<file path="config.mk">
export PLATFORM = sky130hd
export DESIGN_NAME = dm_arbiter_flat
export DESIGN_NICKNAME = d
export VERILOG_FILES = /design/src/rtl/dm_arb_pkg.sv /design/src/rtl/dm_arbiter_if.sv /design/src/rtl/dm_clear_seq.sv /design/src/rtl/dm_arbiter.sv /design/src/flat_wrapper.sv
export SDC_FILE = /design/constraint.sdc
export NUM_CORES = 1
export LEC_CHECK = 0
export CAP_MARGIN = 0
export CORE_AREA = 5 5 136 138
export CTS_BUF_LIST = sky130_fd_sc_hd__clkbuf_4 sky130_fd_sc_hd__clkbuf_8
export DETAILED_ROUTE_END_ITERATION = 16
export DIE_AREA = 0 0 141 143
export PLACE_DENSITY = 0.53
export SYNTH_ARGS = -nofsm -noshare
export SYNTH_HDL_FRONTEND = slang
export SYNTH_SLANG_ARGS = --single-unit
</file>
<file path="constraint.sdc">
create_clock -name Clk -period 3.3 [get_ports Clk]
set_input_delay 0.66 -clock Clk [delete_from_list [all_inputs] [get_ports Clk]]
set_output_delay 0.66 -clock Clk [all_outputs]
set_load 0.05 [all_outputs]
</file>
<file path="src/rtl/dm_arb_pkg.sv">
// Shared definitions for the data-memory arbiter: sequencer state encoding
// and the pc value presented to DM for debug-port writes.
package dm_arb_pkg;

  typedef enum logic {
    CLEAR = 1'b0,
    RUN   = 1'b1
  } arbState_e;

  localparam logic [31:0] PC_DEBUG = 32'hFFFF_FFFF;

endpackage

</file>
<file path="src/rtl/dm_arbiter_if.sv">
// Bundle of the MEM-stage port (c_*), the debug port (d_*) and the DM port (mem_*).
// slave is the arbiter's view; master is the surrounding pipeline, debugger and DM.
interface dm_arbiter_if;

  logic        c_req;
  logic        c_we;
  logic [31:0] c_addr;
  logic [31:0] c_wdata;
  logic [31:0] c_pc;
  logic        c_gnt;
  logic [31:0] c_rdata;

  logic        d_req;
  logic        d_we;
  logic [31:0] d_addr;
  logic [31:0] d_wdata;
  logic        d_gnt;
  logic [31:0] d_rdata;
  logic        d_err;

  logic [31:0] mem_addr;
  logic [31:0] mem_wdata;
  logic        mem_we;
  logic [31:0] mem_pc;
  logic [31:0] mem_rdata;

  modport slave (
    input  c_req, c_we, c_addr, c_wdata, c_pc,
    output c_gnt, c_rdata,
    input  d_req, d_we, d_addr, d_wdata,
    output d_gnt, d_rdata, d_err,
    output mem_addr, mem_wdata, mem_we, mem_pc,
    input  mem_rdata
  );

  modport master (
    output c_req, c_we, c_addr, c_wdata, c_pc,
    input  c_gnt, c_rdata,
    output d_req, d_we, d_addr, d_wdata,
    input  d_gnt, d_rdata, d_err,
    input  mem_addr, mem_wdata, mem_we, mem_pc,
    output mem_rdata
  );

endinterface

</file>
<file path="src/rtl/dm_clear_seq.sv">
// CLEAR/RUN sequencer: walks clrPtr over every DM word after reset or on
// request, then hands DM back to the arbiter.
module dm_clear_seq
  import dm_arb_pkg::*;
#(
  parameter int DEPTH_WORDS = 1024,
  parameter int PTR_W       = $clog2(DEPTH_WORDS)
) (
  input  logic             Clk,
  input  logic             Reset,
  input  logic             clrStart,
  output arbState_e        state,
  output logic [PTR_W-1:0] clrPtr
);

  arbState_e        stateNext;
  logic [PTR_W-1:0] ptrNext;
  logic             clrDone;

  assign clrDone = (state == CLEAR) && (clrPtr == PTR_W'(DEPTH_WORDS - 1));

  // NOTE: registers take <= so every flop samples pre-edge values; = here would race.
  always_ff @(posedge Clk or negedge Reset) begin
    if (!Reset) begin
      state  <= CLEAR;
      clrPtr <= '0;
    end else begin
      state  <= stateNext;
      clrPtr <= ptrNext;
    end
  end

  // NOTE: defaults first so no path through this block leaves an output unassigned (no latch).
  always_comb begin
    stateNext = state;
    ptrNext   = clrPtr;
    unique case (state)
      CLEAR: begin
        if (clrDone) begin
          stateNext = RUN;
          ptrNext   = '0;
        end else begin
          ptrNext = clrPtr + PTR_W'(1);
        end
      end
      RUN: begin
        if (clrStart) begin
          stateNext = CLEAR;
          ptrNext   = '0;
        end
      end
      default: ;
    endcase
  end

endmodule

</file>
<file path="src/rtl/dm_arbiter.sv">
// Shares single-port DM between the MEM stage (C, fixed priority) and the debug
// port (D, forced through after STARVE_MAX lost cycles); owns DM clearing.
module dm_arbiter
  import dm_arb_pkg::*;
#(
  parameter int DEPTH_WORDS = 1024,
  parameter int STARVE_MAX  = 4
) (
  input  logic         Clk,
  input  logic         Reset,
  input  logic         clr_start,
  output logic         clr_busy,
  dm_arbiter_if.slave  bus
);

  localparam int PTR_W = $clog2(DEPTH_WORDS);
  localparam int CNT_W = $clog2(STARVE_MAX + 1);

  arbState_e        state;
  logic [PTR_W-1:0] clrPtr;
  logic [CNT_W-1:0] starveCnt;
  logic             cGnt;
  logic             dGnt;
  logic             dErr;

  dm_clear_seq #(
    .DEPTH_WORDS (DEPTH_WORDS),
    .PTR_W       (PTR_W)
  ) uClearSeq (
    .Clk      (Clk),
    .Reset    (Reset),
    .clrStart (clr_start),
    .state    (state),
    .clrPtr   (clrPtr)
  );

  // Zero-cycle grant: C wins unless D has already lost STARVE_MAX cycles in a row.
  always_comb begin
    cGnt = 1'b0;
    dGnt = 1'b0;
    if (state == RUN) begin
      dGnt = bus.d_req && (!bus.c_req || (starveCnt == CNT_W'(STARVE_MAX)));
      cGnt = bus.c_req && !dGnt;
    end
  end

  assign dErr = dGnt && (bus.d_addr[31:2] >= 30'(DEPTH_WORDS));

  always_ff @(posedge Clk or negedge Reset) begin
    if (!Reset) begin
      starveCnt <= '0;
    end else if (!bus.d_req || dGnt) begin
      starveCnt <= '0;
    end else if (cGnt && (starveCnt != CNT_W'(STARVE_MAX))) begin
      starveCnt <= starveCnt + CNT_W'(1);
    end
  end

  // mem_we follows Reset during CLEAR so DM sees no write while reset is held.
  always_comb begin
    bus.mem_addr  = '0;
    bus.mem_wdata = '0;
    bus.mem_we    = 1'b0;
    bus.mem_pc    = '0;
    if (state == CLEAR) begin
      bus.mem_addr = {{(30 - PTR_W){1'b0}}, clrPtr, 2'b00};
      bus.mem_we   = Reset;
    end else if (cGnt) begin
      bus.mem_addr  = bus.c_addr;
      bus.mem_wdata = bus.c_wdata;
      bus.mem_we    = bus.c_we;
      bus.mem_pc    = bus.c_pc;
    end else if (dGnt) begin
      bus.mem_addr  = bus.d_addr;
      bus.mem_wdata = bus.d_wdata;
      bus.mem_we    = bus.d_we && !dErr;
      bus.mem_pc    = PC_DEBUG;
    end
  end

  assign clr_busy    = (state == CLEAR);
  assign bus.c_gnt   = cGnt;
  assign bus.c_rdata = cGnt ? bus.mem_rdata : '0;
  assign bus.d_gnt   = dGnt;
  assign bus.d_err   = dErr;
  assign bus.d_rdata = (dGnt && !dErr) ? bus.mem_rdata : '0;

endmodule

</file>
<file path="src/flat_wrapper.sv">
// flat-port wrapper written by rule: the top's interface ports become plain ports
module dm_arbiter_flat import dm_arb_pkg::*;
#(
  parameter int DEPTH_WORDS = 1024,
  parameter int STARVE_MAX  = 4
)
  (Clk, Reset, clr_start, clr_busy, bus_c_req, bus_c_we, bus_c_addr, bus_c_wdata, bus_c_pc, bus_c_gnt, bus_c_rdata, bus_d_req, bus_d_we, bus_d_addr, bus_d_wdata, bus_d_gnt, bus_d_rdata, bus_d_err, bus_mem_addr, bus_mem_wdata, bus_mem_we, bus_mem_pc, bus_mem_rdata);
  dm_arbiter_if bus_i ();
  input  logic Clk;
  input  logic Reset;
  input  logic clr_start;
  output logic clr_busy;
  input wire logic [$bits(bus_i.c_req)-1:0] bus_c_req;
  input wire logic [$bits(bus_i.c_we)-1:0] bus_c_we;
  input wire logic [$bits(bus_i.c_addr)-1:0] bus_c_addr;
  input wire logic [$bits(bus_i.c_wdata)-1:0] bus_c_wdata;
  input wire logic [$bits(bus_i.c_pc)-1:0] bus_c_pc;
  output wire logic [$bits(bus_i.c_gnt)-1:0] bus_c_gnt;
  output wire logic [$bits(bus_i.c_rdata)-1:0] bus_c_rdata;
  input wire logic [$bits(bus_i.d_req)-1:0] bus_d_req;
  input wire logic [$bits(bus_i.d_we)-1:0] bus_d_we;
  input wire logic [$bits(bus_i.d_addr)-1:0] bus_d_addr;
  input wire logic [$bits(bus_i.d_wdata)-1:0] bus_d_wdata;
  output wire logic [$bits(bus_i.d_gnt)-1:0] bus_d_gnt;
  output wire logic [$bits(bus_i.d_rdata)-1:0] bus_d_rdata;
  output wire logic [$bits(bus_i.d_err)-1:0] bus_d_err;
  output wire logic [$bits(bus_i.mem_addr)-1:0] bus_mem_addr;
  output wire logic [$bits(bus_i.mem_wdata)-1:0] bus_mem_wdata;
  output wire logic [$bits(bus_i.mem_we)-1:0] bus_mem_we;
  output wire logic [$bits(bus_i.mem_pc)-1:0] bus_mem_pc;
  input wire logic [$bits(bus_i.mem_rdata)-1:0] bus_mem_rdata;
  assign bus_i.c_req = bus_c_req;
  assign bus_i.c_we = bus_c_we;
  assign bus_i.c_addr = bus_c_addr;
  assign bus_i.c_wdata = bus_c_wdata;
  assign bus_i.c_pc = bus_c_pc;
  assign bus_c_gnt = bus_i.c_gnt;
  assign bus_c_rdata = bus_i.c_rdata;
  assign bus_i.d_req = bus_d_req;
  assign bus_i.d_we = bus_d_we;
  assign bus_i.d_addr = bus_d_addr;
  assign bus_i.d_wdata = bus_d_wdata;
  assign bus_d_gnt = bus_i.d_gnt;
  assign bus_d_rdata = bus_i.d_rdata;
  assign bus_d_err = bus_i.d_err;
  assign bus_mem_addr = bus_i.mem_addr;
  assign bus_mem_wdata = bus_i.mem_wdata;
  assign bus_mem_we = bus_i.mem_we;
  assign bus_mem_pc = bus_i.mem_pc;
  assign bus_i.mem_rdata = bus_mem_rdata;
  dm_arbiter #(.DEPTH_WORDS(DEPTH_WORDS), .STARVE_MAX(STARVE_MAX)) u_core (.Clk(Clk), .Reset(Reset), .clr_start(clr_start), .clr_busy(clr_busy), .bus(bus_i));
endmodule
</file>
### Yosys cells after proc, flatten, opt, wreduce, memory -nomap -nowiden

Cells that the tools add are included.

* flip-flop bits (word level): 14
* latch bits: 0
* RAM bits: 0
* memory bits (read-only): 0
* input bits: 199
* output and inout bits: 165
* word-level logic and storage cells: 49
* memories kept: 0

* add/subtract/negate cells: 2
* multiply operators: 0
* div/mod/pow operators: 0
* magnitude comparators: 1
* eq/ne operators: 4
* shift-type cells: 0
* muxes and demuxes: 24
* bitwise logic cells: 1
* reduce and logical (&&, ||, !) cells: 14

Operators with widths (number)
* 32-bit two-way mux: 11
* 30-bit by 11-bit greater-or-equal comparator with 1-bit output (second input constant): 1
* 10-bit two-way mux: 2
* 10-bit case mux with 2 select lines: 1
* 10-bit by 1-bit adder with 10-bit output (second input constant): 1
* 10-bit equality test (second input constant): 1
* 1-bit logical AND: 7
* 1-bit two-way mux: 7
* 3-bit two-way mux: 2
* 1-bit logical NOT: 4
* 3-bit by 1-bit adder with 3-bit output (second input constant): 1
* 3-bit equality test (second input constant): 1
* 3-bit inequality test (second input constant): 1
* 1-bit logical OR: 2
* 2-bit inequality test (second input constant): 1
* 1-bit case mux with 2 select lines: 1
* 2-bit nonzero test: 1
* 1-bit inverter: 1

### Depth between registers and ports, before layout

* depth in word-level cells: 10
* mapped depth: 8
* mapped depth without buffers: 6

### By module

A second synthesis with hierarchy kept.

* cell total of the unflattened synthesis: 307
* area, all modules: 2404.8 µm²

Modules (own cells, without submodules)
* dm_arbiter: times used 1, cells each 243, area each 1811.7 µm², seq. area each 75.1 µm²
* dm_clear_seq: times used 1, cells each 64, area each 593.1 µm², seq. area each 275.3 µm²

### Worst setup path before layout

OpenSTA, ideal clock, no wires.

* path kind: input to output
* from: input bus_c_req
* to: output bus_c_rdata[22]
* arrival: 2.275 ns
* data required time: 2.640 ns
* slack: 0.365 ns
* stages on the path: 5
* path buffers: 1
* cell sequence: a21bo_2 -> nand2_2 -> and3_1 -> clkbuf_1 -> and2_1

* word-level cells in the longest chain between the ends: 7

Ends and longest elaborated chain
* from (decl): line flat_wrapper.sv:13 `input wire logic [$bits(bus_i.c_req)-1:0] bus_c_req;`
* 1-bit logical NOT: line dm_arbiter.sv:42 `dGnt = bus.d_req && (!bus.c_req || (starveCnt == CNT_W'(STARVE_MAX)));`
* 1-bit logical OR: line dm_arbiter.sv:42
* 1-bit logical AND: line dm_arbiter.sv:42
* 1-bit logical NOT: line dm_arbiter.sv:43 `cGnt = bus.c_req && !dGnt;`
* 1-bit logical AND *: line dm_arbiter.sv:43
* 1-bit two-way mux *: line dm_arbiter.sv:41 `if (state == RUN) begin`
* net bus_c_gnt: line flat_wrapper.sv:18 `output wire logic [$bits(bus_i.c_gnt)-1:0] bus_c_gnt;`
* 32-bit two-way mux *: line dm_arbiter.sv:83 `assign bus.c_rdata = cGnt ? bus.mem_rdata : '0;`
* to (decl): line flat_wrapper.sv:19 `output wire logic [$bits(bus_i.c_rdata)-1:0] bus_c_rdata;`

Mark *: on every way through the listed nets, which the timed path passes. The rest lies on a longest branch.

### Worst setup path after layout

* from: input bus_d_addr[30]
* to: output bus_d_rdata[25]

* word-level cells in the longest chain between the ends: 5

Ends and longest elaborated chain
* from (decl): line flat_wrapper.sv:22 `input wire logic [$bits(bus_i.d_addr)-1:0] bus_d_addr;`
* 30-bit by 11-bit greater-or-equal comparator with 1-bit output: line dm_arbiter.sv:47 `assign dErr = dGnt && (bus.d_addr[31:2] >= 30'(DEPTH_WORDS));`
* 1-bit logical AND: line dm_arbiter.sv:47
* 1-bit logical NOT: line dm_arbiter.sv:86 `assign bus.d_rdata = (dGnt && !dErr) ? bus.mem_rdata : '0;`
* 1-bit logical AND: line dm_arbiter.sv:86
* 32-bit two-way mux: line dm_arbiter.sv:86
* to (decl): line flat_wrapper.sv:25 `output wire logic [$bits(bus_i.d_rdata)-1:0] bus_d_rdata;`

No other way between the ends.

==> metrics.txt <==
# TYPE chip_impl_metric gauge
chip_impl_metric{name="count_of_cell_types_in_the_netlist",unit=""} 42
chip_impl_metric{name="synth_simple_gate_area_share",unit="%"} 33.32
chip_impl_info{name="cts_tree",value="done"} 1
chip_impl_metric{name="cts-htree-levels",unit=""} 1
chip_impl_metric{name="floorplan.initialDensity",unit="%"} 13.70
chip_impl_metric{name="yosysWarningCount",unit=""} 0
chip_impl_metric{name="clk_path_buf_depth",unit=""} 2
chip_impl_metric{name="drt_iter0_drc",unit=""} 171
chip_impl_metric{name="dpl.cell_count",unit=""} 887
chip_impl_metric{name="gr-total-overflow",unit=""} 0
chip_impl_metric{name="nNetsFinal",unit=""} 869
chip_impl_metric{name="chipHeight",unit="um"} 143
chip_impl_metric{name="finalPower",unit="W"} 0.001468
chip_impl_metric{name="synth_area",unit="um2"} 2336
chip_impl_metric{name="placed_cell_area",unit="um2"} 7904
chip_impl_metric{name="edff_count_synth",unit=""} 0
chip_impl_metric{name="stdcell_area",unit="um2"} 7990
chip_impl_info{name="worstSetupEndpointType",value="output port"} 1
chip_impl_metric{name="detail_route.drc_violations",unit=""} 0
chip_impl_metric{name="synth_sequential_area_ratio",unit="%"} 15.00
chip_impl_metric{name="worst-slew-pin-transition",unit="ns"} 0.5716
chip_impl_metric{name="syn2layout_area_growth",unit="%"} 242.0
chip_impl_metric{name="timing.final.max_slew_violations",unit=""} 0
chip_impl_metric{name="timing.critical_path.fanout_max",unit=""} 33
chip_impl_info{name="worst_path_max_delay_cell",value="sky130_fd_sc_hd__clkdlybuf4s50_1"} 1
chip_impl_metric{name="seq_power_share",unit="%"} 22.5
chip_impl_metric{name="finalClockSkew",unit="ns"} 0.001838
chip_impl_metric{name="powerDensity",unit="nW/um2"} 183.7
chip_impl_metric{name="die-area",unit="um2"} 20160
chip_impl_info{name="run_status",value="finished clean"} 1
chip_impl_metric{name="firstDrtPassIters",unit=""} 7
chip_impl_metric{name="drive_above_1_share",unit="%"} 29.47
chip_impl_info{name="synth-main-ff-cell",value="sky130_fd_sc_hd__dfrtp_1"} 1
chip_impl_metric{name="detailed_place_hpwl",unit="um"} 17070
chip_impl_metric{name="grt_start_max_net_pins",unit=""} 34
chip_impl_metric{name="antenna_left",unit=""} 0
chip_impl_info{name="path_common_cell",value="sky130_fd_sc_hd__buf_12"} 1
chip_impl_metric{name="final-setup-viol-count",unit=""} 0
chip_impl_metric{name="postSynthCellCount",unit=""} 316
chip_impl_metric{name="power.internal",unit="W"} 0.0008514
chip_impl_metric{name="path_buf_inv",unit=""} 4
chip_impl_metric{name="syn-mean-instance-area",unit="um2"} 7.392
chip_impl_metric{name="clock_power_share",unit="%"} 9.6
chip_impl_info{name="startpoint_type",value="input port"} 1
chip_impl_metric{name="final.min_clock_period",unit="ns"} 3.212
chip_impl_metric{name="grt_first_pass_wirelength",unit="um"} 27670
chip_impl_metric{name="grt.total_usage",unit="%"} 17.91
chip_impl_metric{name="final_cell_count_no_fill",unit=""} 891
chip_impl_info{name="cp_top_family",value="buffers and inverters"} 1
chip_impl_metric{name="gp_routability_congestion",unit=""} 0.8734
chip_impl_metric{name="multiplexer_share_of_the_synthesized_area",unit="%"} 0.9106
chip_impl_metric{name="design.portCount",unit=""} 364
chip_impl_metric{name="swShare",unit="%"} 42.00
chip_impl_metric{name="slew-limit-headroom",unit="%"} 61.72
chip_impl_metric{name="clock_insertion_delay_worst_skew",unit="ns"} 0.24
chip_impl_metric{name="globalRouteMet3Util",unit="%"} 5.325
chip_impl_metric{name="buffer_ports.inserted",unit=""} 363
chip_impl_metric{name="detailroute.via_count",unit=""} 3887
chip_impl_metric{name="asyncSetResetFlopFracSynth",unit="%"} 100.0
chip_impl_metric{name="worst-endpoint-required",unit="ns"} 2.64
chip_impl_metric{name="finalSetupTns",unit="ns"} 0
chip_impl_metric{name="detail_route.vias_per_cell",unit=""} 4.363
chip_impl_metric{name="grtUsageMet1",unit="%"} 21.71
chip_impl_metric{name="synth_compound_area_share",unit="%"} 39.21
chip_impl_metric{name="static-leakage-power",unit="nW"} 3.394
chip_impl_metric{name="number_of_antenna_violations_at_the_first_check_in_global_routing",unit=""} 3
chip_impl_info{name="most-common-layout-cells",value="sky130_fd_sc_hd__clkdlybuf4s50_1, sky130_fd_sc_hd__buf_12, sky130_fd_sc_hd__and2_1"} 1
chip_impl_info{name="busiest_layer",value="met2"} 1
chip_impl_metric{name="num_rows",unit=""} 48
chip_impl_metric{name="worst_ep_arrival_time",unit="ns"} 2.55
chip_impl_metric{name="timing.final.crit_share",unit="%"} 97.34
chip_impl_metric{name="final_core_util",unit="%"} 46.85
chip_impl_metric{name="cts_inserted_buffers",unit=""} 3
chip_impl_metric{name="clkTransAtPathRegs",unit="ns"} 0.06
chip_impl_metric{name="syn_nets",unit=""} 518
chip_impl_metric{name="totalWireLength",unit="um"} 19490
chip_impl_metric{name="chipWidth",unit="um"} 141
chip_impl_metric{name="vias_in_the_first_global_route",unit=""} 3940
chip_impl_info{name="holdCritPathClass",value="reg2reg"} 1
chip_impl_metric{name="use_met2",unit="%"} 31.70
chip_impl_info{name="timing_worst_setup_path_type",value="in2out"} 1
chip_impl_metric{name="postCtsSetupBuffers",unit=""} 0
chip_impl_info{name="timing.critical_path.cells",value="clkdlybuf4s50_1, nor4_4, nand4_1, buf_4, nor3_4, buf_12, and2_1, buf_12"} 1
chip_impl_metric{name="hold_buffers",unit=""} 0
chip_impl_metric{name="final_hold_viol_count",unit=""} 0
chip_impl_metric{name="vdd.ir_drop.worst",unit="uV"} 402.5
chip_impl_metric{name="synth_adder_area_share",unit="%"} 1.607
chip_impl_metric{name="fmax",unit="MHz"} 311.3
chip_impl_info{name="clock_tree.root_cell",value="sky130_fd_sc_hd__clkbuf_8"} 1
chip_impl_metric{name="detail_route.wl_per_cell",unit="um"} 21.87
chip_impl_metric{name="synth_xor_xnor_area_share",unit="%"} 1.125
chip_impl_metric{name="timing.critical_path.slowest_cell_delay",unit="ns"} 0.48
chip_impl_metric{name="number_of_synthesized_register_bits",unit=""} 14
chip_impl_metric{name="max_capacitance_violation_count",unit=""} 0
chip_impl_info{name="dominant_combinational_cell_family_by_area_after_synthesis",value="compound AO/OA/AOI/OAI gates"} 1
chip_impl_info{name="commonest_non_fill_non_tap_cell_in_the_layout",value="sky130_fd_sc_hd__clkdlybuf4s50_1"} 1
chip_impl_metric{name="comb_power_share",unit="%"} 67.8
chip_impl_metric{name="switchingPower",unit="W"} 0.0006165
chip_impl_metric{name="clock_sink_count",unit=""} 14
chip_impl_metric{name="floorplan.core_area",unit="um2"} 17060
[logic make-up (layout without fill, tap and decap cells)]
kind of cell               count (synthesis)  in the layout
and+or+nand+nor                          138            138
AOI/OAI and AO/OA                        116            116
buffers and inverters                     40            389
DFF                                       14             14
adders and majority gates                  3              3
xor gates and xnor gates                   3              3
muxes                                      2              2
other                                      0              1
[flip-flops by register name, indices dropped and copies added (netlist names)]
name and cells:
u_core.uClearSeq.clrPtr 10, u_core.starveCnt 3, u_core.uClearSeq.state 1
[metrics by stage]
| step | worst slack (ns) | hold slack [ns] |
|---|---|---|
| after floorplan | 0.3655 | 0.3644 |
| after global placement | -0.1050 | 0.5429 |
| after detailed placement | -0.1025 | 0.5657 |
| after CTS | 0.03667 | 0.5734 |
| after global routing | -0.02041 | 0.6096 |
| final | 0.08791 | 0.5685 |
[layer usage]
metal,part of all wire [%],wire [um],up-vias
met3,8.0,1553,26
li1,-,-,1863
met5,0.14,28,-
met4,1.7,338,6
met1,39,7506,1793
met2,52,10060,199
[synthesized netlist by cell type, types with 2 or more instances]
master	count	area (um2)
sky130_fd_sc_hd__a21o_1	32	240.2
sky130_fd_sc_hd__a22o_1	55	481.7
sky130_fd_sc_hd__nor4_1	4	25.02
sky130_fd_sc_hd__nand4_1	3	18.77
sky130_fd_sc_hd__inv_1	5	18.77
sky130_fd_sc_hd__ha_1	3	37.54
sky130_fd_sc_hd__a31oi_1	11	68.82
sky130_fd_sc_hd__and4_1	2	17.52
sky130_fd_sc_hd__a21boi_0	2	15.01
sky130_fd_sc_hd__buf_4	6	45.04
sky130_fd_sc_hd__nor2_1	13	48.80
sky130_fd_sc_hd__a21oi_1	3	15.01
sky130_fd_sc_hd__nand3_1	17	85.08
sky130_fd_sc_hd__or4_1	2	15.01
sky130_fd_sc_hd__clkbuf_1	15	56.30
sky130_fd_sc_hd__o211ai_1	2	15.01
sky130_fd_sc_hd__buf_6	3	33.78
sky130_fd_sc_hd__nand2_1	23	86.33
sky130_fd_sc_hd__nor2b_1	2	12.51
sky130_fd_sc_hd__and2_1	65	406.6
sky130_fd_sc_hd__dfrtp_1	14	350.3
sky130_fd_sc_hd__buf_2	9	45.04
sky130_fd_sc_hd__o21ai_1	2	10.01
sky130_fd_sc_hd__xor2_1	2	17.52
sky130_fd_sc_hd__o22ai_1	3	18.77
sky130_fd_sc_hd__and3_1	2	12.51
[area by class of cell]
type / count / area [um2]
fillers: 1551 / 9066
repair buffers: 380 / 5465
multi-input cells: 262 / 1827
flip-flops and latches: 14 / 350.3
well taps: 225 / 281.5
clock buffers: 3 / 41.29
inverters: 6 / 22.52
diodes: 1 / 2.502
[path summary, 6_finish.rpt]
| check | from | to | slack (ns) | depth (start not counted) |
|---|---|---|---|---|
| min | u_core.starveCnt[0] | u_core.starveCnt[0] | 0.57 | 2 |
| max | bus_d_addr[30] | bus_d_rdata[25] | 0.09 | 8 |
| min in group asynchronous | Reset | u_core.uClearSeq.clrPtr[2] | 0.75 | 2 |
| max reg2reg | u_core.uClearSeq.clrPtr[0] | u_core.uClearSeq.clrPtr[7] | 1.50 | 5 |
| min reg2reg | u_core.starveCnt[0] | u_core.starveCnt[0] | 0.57 | 2 |
| max in group asynchronous | Reset | u_core.uClearSeq.clrPtr[7] | 2.38 | 2 |
[power by group through the flow]
stage / combinational, W / sequential [W] / clock [W]
detailed placement: 0.000994 / 0.000329 / 0
floorplan: 0.000417 / 0.000289 / 0
global route: 0.00106 / 0.000343 / 0.000152
CTS: 0.00100 / 0.000328 / 0.000141
global placement: 0.000982 / 0.000322 / 0
finish: 0.000995 / 0.000331 / 0.000141
[what timing repair did]
item / CTS / global route
resized for setup: 2 / 4
cloned: 0 / 0
endpoints found under the hold margin: 0 / 0
endpoints found under the setup margin: 33 / 33
[worst min-delay path: cells and delay by family (launching register included)]
kind	cells	cell delay (ns)
flip-flops	1	0.40
AND/OR/NAND/NOR	1	0.06
AO/OA/AOI/OAI	1	0.07
(Power assumes the default switching activity.)
